### src/rtl/instr_fetch.sv
// Instruction fetch front stage: holds the PC, issues word requests to imem, and
// queues tagged responses in a small FIFO towards decode. Flush redirects and drops stale data.
module instr_fetch #(
    parameter logic [31:0] RESET_PC   = 32'h8000_0000,
    parameter int          FIFO_DEPTH = 2
) (
    input  logic        clk,
    input  logic        rst,
    output logic        fetched_valid_o,
    input  logic        fetched_ready_i,
    output logic [31:0] fetched_pc_o,
    output logic [31:0] fetched_raw_o,
    input  logic        flush_i,
    input  logic [31:0] flush_pc_i,
    output logic        imem_req_valid_o,
    input  logic        imem_req_ready_i,
    output logic [31:0] imem_req_addr_o,
    input  logic        imem_resp_valid_i,
    input  logic [31:0] imem_resp_data_i
);

    localparam int AW = $clog2(FIFO_DEPTH);
    localparam int CW = AW + 1;
    localparam logic [CW:0]   DEPTH_W  = (CW + 1)'(FIFO_DEPTH);
    localparam logic [CW-1:0] DEPTH_CW = CW'(FIFO_DEPTH);

    logic [31:0]   pc_q, pc_d;
    logic [CW-1:0] inflight_q, inflight_d;
    logic [CW-1:0] discard_q, discard_d;
    logic [CW-1:0] occ_q, occ_d;
    logic [AW-1:0] rd_ptr_q, rd_ptr_d;
    logic [AW-1:0] wr_ptr_q, wr_ptr_d;
    logic [AW-1:0] tag_rd_q, tag_rd_d;
    logic [AW-1:0] tag_wr_q, tag_wr_d;

    logic [31:0] fifo_pc_q  [FIFO_DEPTH];
    logic [31:0] fifo_raw_q [FIFO_DEPTH];
    logic [31:0] tag_q      [FIFO_DEPTH];

    logic [CW:0] credit;
    logic        req_fire;
    logic        push;
    logic        pop;
    logic        unused_flush_lo;

    assign unused_flush_lo = ^flush_pc_i[1:0];

    // Credits cover both in-flight requests and queued entries, so a response always has a slot.
    assign credit           = {1'b0, inflight_q} + {1'b0, occ_q};
    assign imem_req_valid_o = !rst && !flush_i && (credit < DEPTH_W);
    assign imem_req_addr_o  = pc_q;
    assign req_fire         = imem_req_valid_o && imem_req_ready_i;

    assign fetched_valid_o = !rst && !flush_i && (occ_q != '0);
    assign fetched_pc_o    = fifo_pc_q[rd_ptr_q];
    assign fetched_raw_o   = fifo_raw_q[rd_ptr_q];
    assign pop             = fetched_valid_o && fetched_ready_i;

    assign push = imem_resp_valid_i && !flush_i && (discard_q == '0);

    always_comb begin
        // NOTE: every next-state value gets a default first so no latch can be inferred.
        pc_d       = pc_q;
        inflight_d = inflight_q + CW'(req_fire) - CW'(imem_resp_valid_i);
        discard_d  = discard_q;
        occ_d      = occ_q;
        rd_ptr_d   = rd_ptr_q;
        wr_ptr_d   = wr_ptr_q;
        tag_rd_d   = tag_rd_q;
        tag_wr_d   = tag_wr_q;

        if (flush_i) begin
            // Every request still outstanding after this cycle belongs to the old stream.
            pc_d      = {flush_pc_i[31:2], 2'b00};
            discard_d = inflight_q - CW'(imem_resp_valid_i);
            occ_d     = '0;
            rd_ptr_d  = '0;
            wr_ptr_d  = '0;
            tag_rd_d  = '0;
            tag_wr_d  = '0;
        end else begin
            if (req_fire) begin
                pc_d     = pc_q + 32'd4;
                tag_wr_d = tag_wr_q + AW'(1);
            end
            if (imem_resp_valid_i && (discard_q != '0)) begin
                discard_d = discard_q - CW'(1);
            end
            occ_d    = occ_q + CW'(push) - CW'(pop);
            rd_ptr_d = rd_ptr_q + AW'(pop);
            wr_ptr_d = wr_ptr_q + AW'(push);
            tag_rd_d = tag_rd_q + AW'(push);
        end
    end

    // NOTE: sequential state uses non-blocking assignments so all registers update together.
    always_ff @(posedge clk or posedge rst) begin
        if (rst) begin
            pc_q       <= RESET_PC;
            inflight_q <= '0;
            discard_q  <= '0;
            occ_q      <= '0;
            rd_ptr_q   <= '0;
            wr_ptr_q   <= '0;
            tag_rd_q   <= '0;
            tag_wr_q   <= '0;
        end else begin
            pc_q       <= pc_d;
            inflight_q <= inflight_d;
            discard_q  <= discard_d;
            occ_q      <= occ_d;
            rd_ptr_q   <= rd_ptr_d;
            wr_ptr_q   <= wr_ptr_d;
            tag_rd_q   <= tag_rd_d;
            tag_wr_q   <= tag_wr_d;
        end
    end

    // NOTE: storage arrays carry no reset; the pointers and counters alone decide validity.
    always_ff @(posedge clk) begin
        if (req_fire) begin
            tag_q[tag_wr_q] <= pc_q;
        end
        if (push) begin
            fifo_pc_q[wr_ptr_q]  <= tag_q[tag_rd_q];
            fifo_raw_q[wr_ptr_q] <= imem_resp_data_i;
        end
    end

    no_overflow: assert property (@(posedge clk) disable iff (rst)
        !(push && !pop && (occ_q == DEPTH_CW)));

endmodule

### config.mk
export PLATFORM = sky130hd
export DESIGN_NAME = instr_fetch
export DESIGN_NICKNAME = d
export VERILOG_FILES = /design/src/rtl/instr_fetch.sv
export SDC_FILE = /design/constraint.sdc
export NUM_CORES = 1
export LEC_CHECK = 0
export ABC_AREA = 1
export BUFFER_PORTS_ARGS = -buffer_cell sky130_fd_sc_hd__buf_2
export CAP_MARGIN = 0
export CORE_MARGIN = 5
export CORE_UTILIZATION = 60
export CTS_CLUSTER_DIAMETER = 60
export DETAILED_ROUTE_END_ITERATION = 10
export MAX_ROUTING_LAYER = met4
export PLACE_DENSITY = 0.89
export SLEW_MARGIN = 15
export SYNTH_ARGS = -nofsm -noshare
export SYNTH_HDL_FRONTEND = slang
export SYNTH_SLANG_ARGS = --single-unit
### constraint.sdc
create_clock -name clk -period 6.7 [get_ports clk]
set_input_delay 1.005 -clock clk [delete_from_list [all_inputs] [get_ports clk]]
set_output_delay 1.005 -clock clk [all_outputs]
set_load 0.005 [all_outputs]
* After elaboration in Yosys (flattened, before gate mapping)
Memories as Yosys holds them, arrays and structs flattened. Cells that the tools add are included.
Cells by class: add/subtract/negate cells 12, $mul 0, divide/modulo/power cells 0, $lt $le $gt $ge 1, equal/unequal tests 0, shift-type cells 0, mux-type cells 14, bitwise logic cells 0, reduce and logical (&&, ||, !) cells 15
Operators by type and width (number):
- $mux W32 | 2
- $add A32 B3 Y32 const B | 1
- $mux W1 | 9
- $logic_and A1 B1 Y1 | 8
- $reduce_bool A2 Y1 | 4
- $mux W2 | 3
- $sub A2 B1 Y2 | 3
- $add A2 B1 Y2 | 2
- $add A1 B1 Y1 | 3
- $add A2 B2 Y3 | 1
- $lt A3 B2 Y1 const B | 1
- $logic_not A1 Y1 | 2
- $logic_not A2 Y1 | 1
- $sub A2 B1 Y2 const B | 1
- $add A1 B1 Y1 const B | 1
Storage, ports and cells: bits in registers 42, latch bits 0, bits in writable memories 192, ROM bits 0, input bits 70, output and inout port bits 98, word-level logic and storage cells 53, memories 3
Memories:
- fifo_pc_q | depth 2, width 32, read ports 1, clocked after memory_dff 0, write ports 1, line 36 | logic [31:0] fifo_pc_q [FIFO_DEPTH];
- fifo_raw_q | depth 2, width 32, read ports 1, clocked after memory_dff 0, write ports 1, line 37 | logic [31:0] fifo_raw_q [FIFO_DEPTH];
- tag_q | depth 2, width 32, read ports 1, clocked after memory_dff 0, write ports 1, line 38 | logic [31:0] tag_q [FIFO_DEPTH];

* Logic depth before layout (Yosys ltp)
Gate-level depths: netlist of run 1.
depth after elaboration 6, mapped depth 11, gate-level depth less buffers 10

* Least setup slack after synthesis of run 1
Ideal clock, no wire load.
kind input to register, start point in flush_i, end point mem fifo_pc_q[1][10] (enable), library setup time 427 ps, arrival time 2827 ps, path slack 3446 ps, stages on the path 3, buffers on the path 1, path through buf_6 nor2_1 ha_1
Between the ends: cells in the longest elaborated chain, start to end 5
RTL lines:
- from (decl) | line 13 | input logic flush_i,
- $logic_not A1 Y1 | line 59 | assign push = imem_resp_valid_i && !flush_i && (discard_q == '0);
- $logic_and A1 B1 Y1 (2 in series) | line 59
- $mux W1 | line 124 | if (push) begin
- $mux W1 (implied by the code) | line 125 | fifo_pc_q[wr_ptr_q] <= tag_q[tag_rd_q];
- to (decl) | line 36
No other way between the ends.

* Worst setup path in the final report of run 1
start point reg rd_ptr_q, end point out fetched_pc_o[25]
Between the ends: cells in the longest elaborated chain, start to end 1
RTL lines:
- from (decl) | line 31 | logic [AW-1:0] rd_ptr_q, rd_ptr_d;
- from (signal assigned) | line 112 | rd_ptr_q <= rd_ptr_d;
- $mem_v2 Z2 W32
- to (decl) | line 11 | output logic [31:0] fetched_pc_o,
No other way between the ends.

==> results.sh, run 1 <==
export IMPL_outcome="complete, no violations"
export IMPL_worst_pin_slew_ns=1.116
export IMPL_p_leak_nw=4.815
export IMPL_dp_hpwl_um=13070
export IMPL_grt_start_max_net_pins=65
export IMPL_antenna_found_initial=0
export IMPL_p_int_w=0.002532
export IMPL_wl_um=20340
export IMPL_viasPerCell=5.164
export IMPL_place_congestion=0.8785
export IMPL_postCtsResizedCells=0
export IMPL_critPathLaunch="rd_ptr_q"
export IMPL_clock_fmax_mhz=276.9
export IMPL_irDropWorstVdd_mv=0.1955
export IMPL_die_w_um=136.0
export IMPL_setup_viol=0
export IMPL_globalRouteOverflowTotal=0
export IMPL_hold_viol=0
export IMPL_grt_pass1_wl_um=32550
export IMPL_clockPowerShare_pct=34.4
export IMPL_synthCells=902
export IMPL_arrival_ns=2.61
export IMPL_min_period_ns=3.612
export IMPL_endpoint_kind="output port"
export IMPL_cts_tree="built"
export IMPL_start_kind="flop"
export IMPL_coreArea_um2=15710
export IMPL_initial_core_util_pct=60.60
export IMPL_p_comb_share_pct=13.7
export IMPL_finalMaxSlewViolations=0
export IMPL_num_nets_final=1143
export IMPL_power_density_nw_per_um2=305.3
export IMPL_die_area_um2=18490
export IMPL_skew_ns=0.009298
export IMPL_hold_class="flop to flop"
export IMPL_clkSinkCount=224
export IMPL_num_fill_cells=1066
export IMPL_netlist_area_leader_share_pct=58.03
export IMPL_maxCapViolations=0
export IMPL_drc=0
export IMPL_cp_required_ns=5.69
export IMPL_drive_gt1_share_pct=21.22
export IMPL_portBuffers=161
export IMPL_hold_start="tag_q[0][5]"
export IMPL_rr_startpoint="tag_rd_q"
export IMPL_ant_nets=0
export IMPL_grt_pass1_vias=6427
export IMPL_area_growth_pct=17.54
export IMPL_max_slew_margin_pct=25.52
export IMPL_cts_buffers=22
export IMPL_synth_top_cell_by_area="edfxtp_1"
export IMPL_cts_htree_levels=1
export IMPL_syn_cell_area_um2=9522
export IMPL_fin_worst_hold_slack_ns=0.5287
export IMPL_synth_distinct_cells=33
export IMPL_grtUsageTotal_pct=22.98
export IMPL_cts_root_buf="clkbuf_16"
export IMPL_cts_hold_fix_buffers=0
export IMPL_path_clk_slew_ns=0.06
export IMPL_period_share_pct=53.91
export IMPL_p_seq_share_pct=51.8
export IMPL_die_h_um=136.0
export IMPL_cts_setup_buffers=0
export IMPL_synth_avg_cell_area_um2=10.56
export IMPL_ys_ff_latch=224
export IMPL_rows=46
export IMPL_firstDrtPassIters=5
export IMPL_detailedRoute_firstIterationViolations=511
export IMPL_rsz0062_at_grt="false"
export IMPL_cp_max_fo=64
export IMPL_switchingPower_w=0.0008849
export IMPL_path_class="flop to output port"
export IMPL_n_antenna_cell=0
export IMPL_clockBufferDepth=3
export IMPL_synth_area_leaders="edfxtp_1 (58%), nand2_1 (16%), dfrtp_1 (10%)"
export IMPL_tns_ns=0
export IMPL_synth_warning_count=0
export IMPL_sw_frac_of_total_pct=25.90
export IMPL_ios=168
export IMPL_via_count=6688
export IMPL_clock_latency_ns=0.50
export IMPL_wire_per_inst_um=15.70
export IMPL_seq_area_frac_synth_pct=68.55
[metrics by stage]
| stage | worst slack, ns | area (um^2) | power (W) | cells | utilization (%) |
|---|---|---|---|---|---|
| 3_5_place_dp | 3.601 | 10500 | 0.002266 | 1255 | 66.81 |
| 2_1_floorplan | 3.446 | 9533 | 0.002068 | 905 | - |
| 5_1_grt | 2.884 | 11190 | 0.003589 | 1295 | 71.23 |
| 4_1_cts | 3.055 | 11190 | 0.003442 | 1295 | 71.23 |
| 3_3_place_gp | 3.636 | 10500 | 0.002234 | 1255 | 66.81 |
| 6_report | 3.088 | 11190 | 0.003417 | 1295 | 71.23 |
[final timing paths]
check	to	slack, ns	cells after the start
worst max-delay path	fetched_pc_o[25]	3.09	5
min in group asynchronous	imem_req_addr_o[9]	0.67	3
worst max register to register	fifo_pc_q[1][29]	4.25	3
worst min-delay path	fifo_pc_q[0][5]	0.53	2
max in group asynchronous	rd_ptr_q	5.62	3
worst min register to register	fifo_pc_q[0][5]	0.53	2
[critical path: stages, from the launching register on]
cell     delay, ns
dfrtp_2       0.38
buf_4         0.33
inv_2         0.90
nand2_1       0.20
nand2_1       0.15
buf_2         0.12
[kinds of logic (layout without fill, tap and decap cells)]
logic type | after synthesis | after routing | synth area share [%]
buffers and inverters | 89 | 263 | 3.968
adder cells (fa/ha/maj) | 10 | 10 | 1.393
AO/OA/AOI/OAI | 38 | 38 | 2.326
AND/OR/NAND/NOR | 533 | 533 | 23.08
other | 1 | 4 | 0.03938
flip-flops | 224 | 224 | 68.55
XOR/XNOR | 7 | 7 | 0.6439
[state kept, by name, summed over array words and instances (netlist names)]
register         count
fifo_raw_q          64
fifo_pc_q           60
tag_q               60
imem_req_addr_o     30
discard_q            2
inflight_q           2
occ_q                2
rd_ptr_q             1
tag_rd_q             1
tag_wr_q             1
wr_ptr_q             1
[metal layers]
layer	part of all wire, %	vias up	wire length (um)	global-route usage (%)
met5	0	-	0	-
met4	1.9	0	384	6.215
met3	9.9	31	2006	4.922
met2	48	293	9710	36.92
met1	40	3093	8236	30.21
li1	-	3271	-	-
[placed cells by master, fill, tap and decap left out, types with 2 or more instances in the layout]
cell and count:
clkinv_2 4, xor2_1 3, nand3_1 47, dfrtp_1 38, nor2_1 45, clkbuf_1 8
ha_1 7, edfxtp_1 184, nor2_2 8, nand2_2 3, clkbuf_16 23, o21bai_1 8
xnor2_1 4, ha_2 2, nor2_4 7, o21ai_0 22, a21oi_1 3, nand2_1 408
o211ai_1 3, and2_1 3, buf_2 161, nor3_1 5, buf_4 6, conb_1 4
nand2_4 3, inv_2 3, inv_1 53, clkbuf_8 2
[Yosys cell counts, drive strengths merged]
cell and instances:
dfrtp 39, or2 1, buf 10, o221ai 1, a21oi 3, nor3 6, o211ai 3, xnor2 4
o21ai 23, nand2 414, o21bai 8, conb 1, edfxtp 184, ha 9, xor2 3, clkbuf 23
dfstp 1, inv 56, fa 1, and2 3, nand3 48, nand3b 1, nor2 60
[power groups by stage]
stage	Combinational, W	Sequential (W)	Clock [W]
4_1_cts	0.000475	0.00177	0.00120
2_1_floorplan	0.000307	0.00176	0
3_3_place_gp	0.000443	0.00179	0
3_5_place_dp	0.000469	0.00180	0
5_1_grt	0.000533	0.00179	0.00127
6_report	0.000469	0.00177	0.00118
[cell type report]
type / count / area, um^2 / share of cell area (%)
Sequential cell: 224 / 6529 / 58.33
Multi-Input combinational cell: 592 / 2638 / 23.57
Timing Repair Buffer: 167 / 850.8 / 7.602
Clock buffer: 33 / 633.1 / 5.657
Tap cell: 216 / 270.3 / 2.415
Inverter: 56 / 210.2 / 1.878
Clock inverter: 7 / 61.31 / 0.5478
Power figures use the tool's default switching activity.
==> inputs of run 2 (changes only) <==
--- a/config.mk
+++ b/config.mk
@@ -9,11 +9,11 @@
 export BUFFER_PORTS_ARGS = -buffer_cell sky130_fd_sc_hd__buf_2
 export CAP_MARGIN = 0
 export CORE_MARGIN = 5
-export CORE_UTILIZATION = 60
+export CORE_UTILIZATION = 56
 export CTS_CLUSTER_DIAMETER = 60
 export DETAILED_ROUTE_END_ITERATION = 10
 export MAX_ROUTING_LAYER = met4
-export PLACE_DENSITY = 0.89
+export PLACE_DENSITY = 0.84
 export SLEW_MARGIN = 15
 export SYNTH_ARGS = -nofsm -noshare
 export SYNTH_HDL_FRONTEND = slang
==> constraint.sdc (replaced) <==
create_clock -name clk -period 3.6 [get_ports clk]
set_input_delay 0.54 -clock clk [delete_from_list [all_inputs] [get_ports clk]]
set_output_delay 0.54 -clock clk [all_outputs]
set_load 0.005 [all_outputs]
==> results.sh, run 2 (same netlist as run 1, synthesis figures left out) <==
export IMPL_outcome="complete, no violations"
export IMPL_clock_fmax_mhz=414.9
export IMPL_p_leak_nw=4.822
export IMPL_path_class="flop to output port"
export IMPL_skew_ns=0.007998
export IMPL_finalMaxSlewViolations=0
export IMPL_top_register="fifo_raw_q"
export IMPL_grt_start_max_net_pins=63
export IMPL_grtUsageTotal_pct=20.94
export IMPL_irDropWorstVdd_mv=0.3672
export IMPL_postCtsResizedCells=0
export IMPL_firstDrtPassIters=5
export IMPL_num_nets_final=1148
export IMPL_detailedRoute_firstIterationViolations=409
export IMPL_worst_pin_slew_ns=0.9626
export IMPL_cp_required_ns=3.06
export IMPL_endpoint_kind="output port"
export IMPL_largest_reg_flops=64
export IMPL_cts_setup_buffers=0
export IMPL_tns_ns=0
export IMPL_min_period_ns=2.410
export IMPL_area_growth_pct=17.82
export IMPL_hold_viol=0
export IMPL_clockBufferDepth=3
export IMPL_die_area_um2=19710
export IMPL_power_density_nw_per_um2=556.8
export IMPL_max_slew_margin_pct=35.76
export IMPL_final_cell_mix="nand2_1 (408), edfxtp_1 (184), buf_2 (161)"
export IMPL_grt_pass1_vias=6597
export IMPL_clkSinkCount=224
export IMPL_ant_nets=0
export IMPL_viasPerCell=5.149
export IMPL_period_share_pct=66.96
export IMPL_die_h_um=140.4
export IMPL_fin_worst_hold_slack_ns=0.2147
export IMPL_n_antenna_cell=0
export IMPL_hold_class="input pin to async pin"
export IMPL_die_w_um=140.4
export IMPL_start_kind="flop"
export IMPL_cts_htree_levels=1
export IMPL_num_fill_cells=1197
export IMPL_portBuffers=161
export IMPL_wl_um=19880
export IMPL_cts_buffers=22
export IMPL_ios=168
export IMPL_rsz0062_at_grt="false"
export IMPL_antenna_found_initial=0
export IMPL_power_w=0.006246
export IMPL_grt_pass1_wl_um=32370
export IMPL_wire_per_inst_um=15.26
export IMPL_reg_largest_list="fifo_raw_q x64, fifo_pc_q x60, tag_q x60"
export IMPL_drc=0
export IMPL_setup_viol=0
export IMPL_coreArea_um2=16640
export IMPL_clock_latency_ns=0.50
export IMPL_rows=47
export IMPL_path_clk_slew_ns=0.06
export IMPL_rr_startpoint="inflight_q[0]"
export IMPL_cts_hold_fix_buffers=0
export IMPL_cts_root_buf="clkbuf_16"
export IMPL_initial_core_util_pct=57.21
export IMPL_arrival_ns=1.87
export IMPL_place_congestion=0.8805
export IMPL_drive_gt1_share_pct=21.51
export IMPL_cp_max_fo=62
export IMPL_dp_hpwl_um=13310
export IMPL_globalRouteOverflowTotal=0
export IMPL_maxCapViolations=0
export IMPL_cts_tree="built"
export IMPL_layout_commonest_cell="nand2_1"
export IMPL_via_count=6709
export IMPL_critPathLaunch="rd_ptr_q"
## run 2: changes by cell type in the layout (fill, tap and decap cells not counted), sizes merged
cell	delta
clkinvlp	+1
clkinv	+4
buf	+5
clkbuf	-5
bufinv	-1
## run 2: critical path, cell delays in order (launching register included)
cell and delay (ns):
dfrtp_2 0.36, buf_4 0.54, nand2_1 0.17, nand2_1 0.14
buf_2 0.13
## run 2: final cells by class
type	instances	area [um^2]	share of cell area, %
inverters	56	210.2	1.874
clock inverters	11	58.81	0.5242
repair buffers	172	913.4	8.142
multi-input cells	592	2638	23.51
clock buffers	28	594.3	5.298
well taps	220	275.3	2.454
flip-flops and latches	224	6529	58.20
## run 2: worst paths after layout
kind	end	slack (ns)	cells past startpoint
worst max-delay path	fetched_pc_o[27]	1.19	4
worst min-delay path	occ_q[0]	0.21	2
worst max register to register	tag_q[0][27]	1.31	7
worst min register to register	fifo_pc_q[1][27]	0.53	2
max in group asynchronous	imem_req_addr_o[31]	2.53	3
min in group clk	fifo_raw_q[0][8]	0.23	1
## run 2: per-stage QoR
step	util (%)	instances	instance area [um^2]	setup slack (ns)
after floorplan	-	905	9533	0.4904
after global placement	63.48	1264	10570	1.155
after detailed placement	63.48	1264	10570	1.099
after CTS	67.41	1303	11220	1.203
after global routing	67.41	1303	11220	1.086
final	67.41	1303	11220	1.190
## run 2: power breakdown
group	internal [W]	total, W	leakage (nW)	switching, W
registers	0.00310	0.00327	2.15	0.000163
logic	0.000332	0.000910	2.35	0.000578
clock network	0.00117	0.00207	0.316	0.000901
## run 2: routing by layer
layer	track usage [%]	part of all wire, %	vias up
met5	-	0	-
met4	6.884	2.4	0
met3	2.931	8.9	40
met2	34.43	48	305
met1	27.18	40	3094
li1	-	-	3270
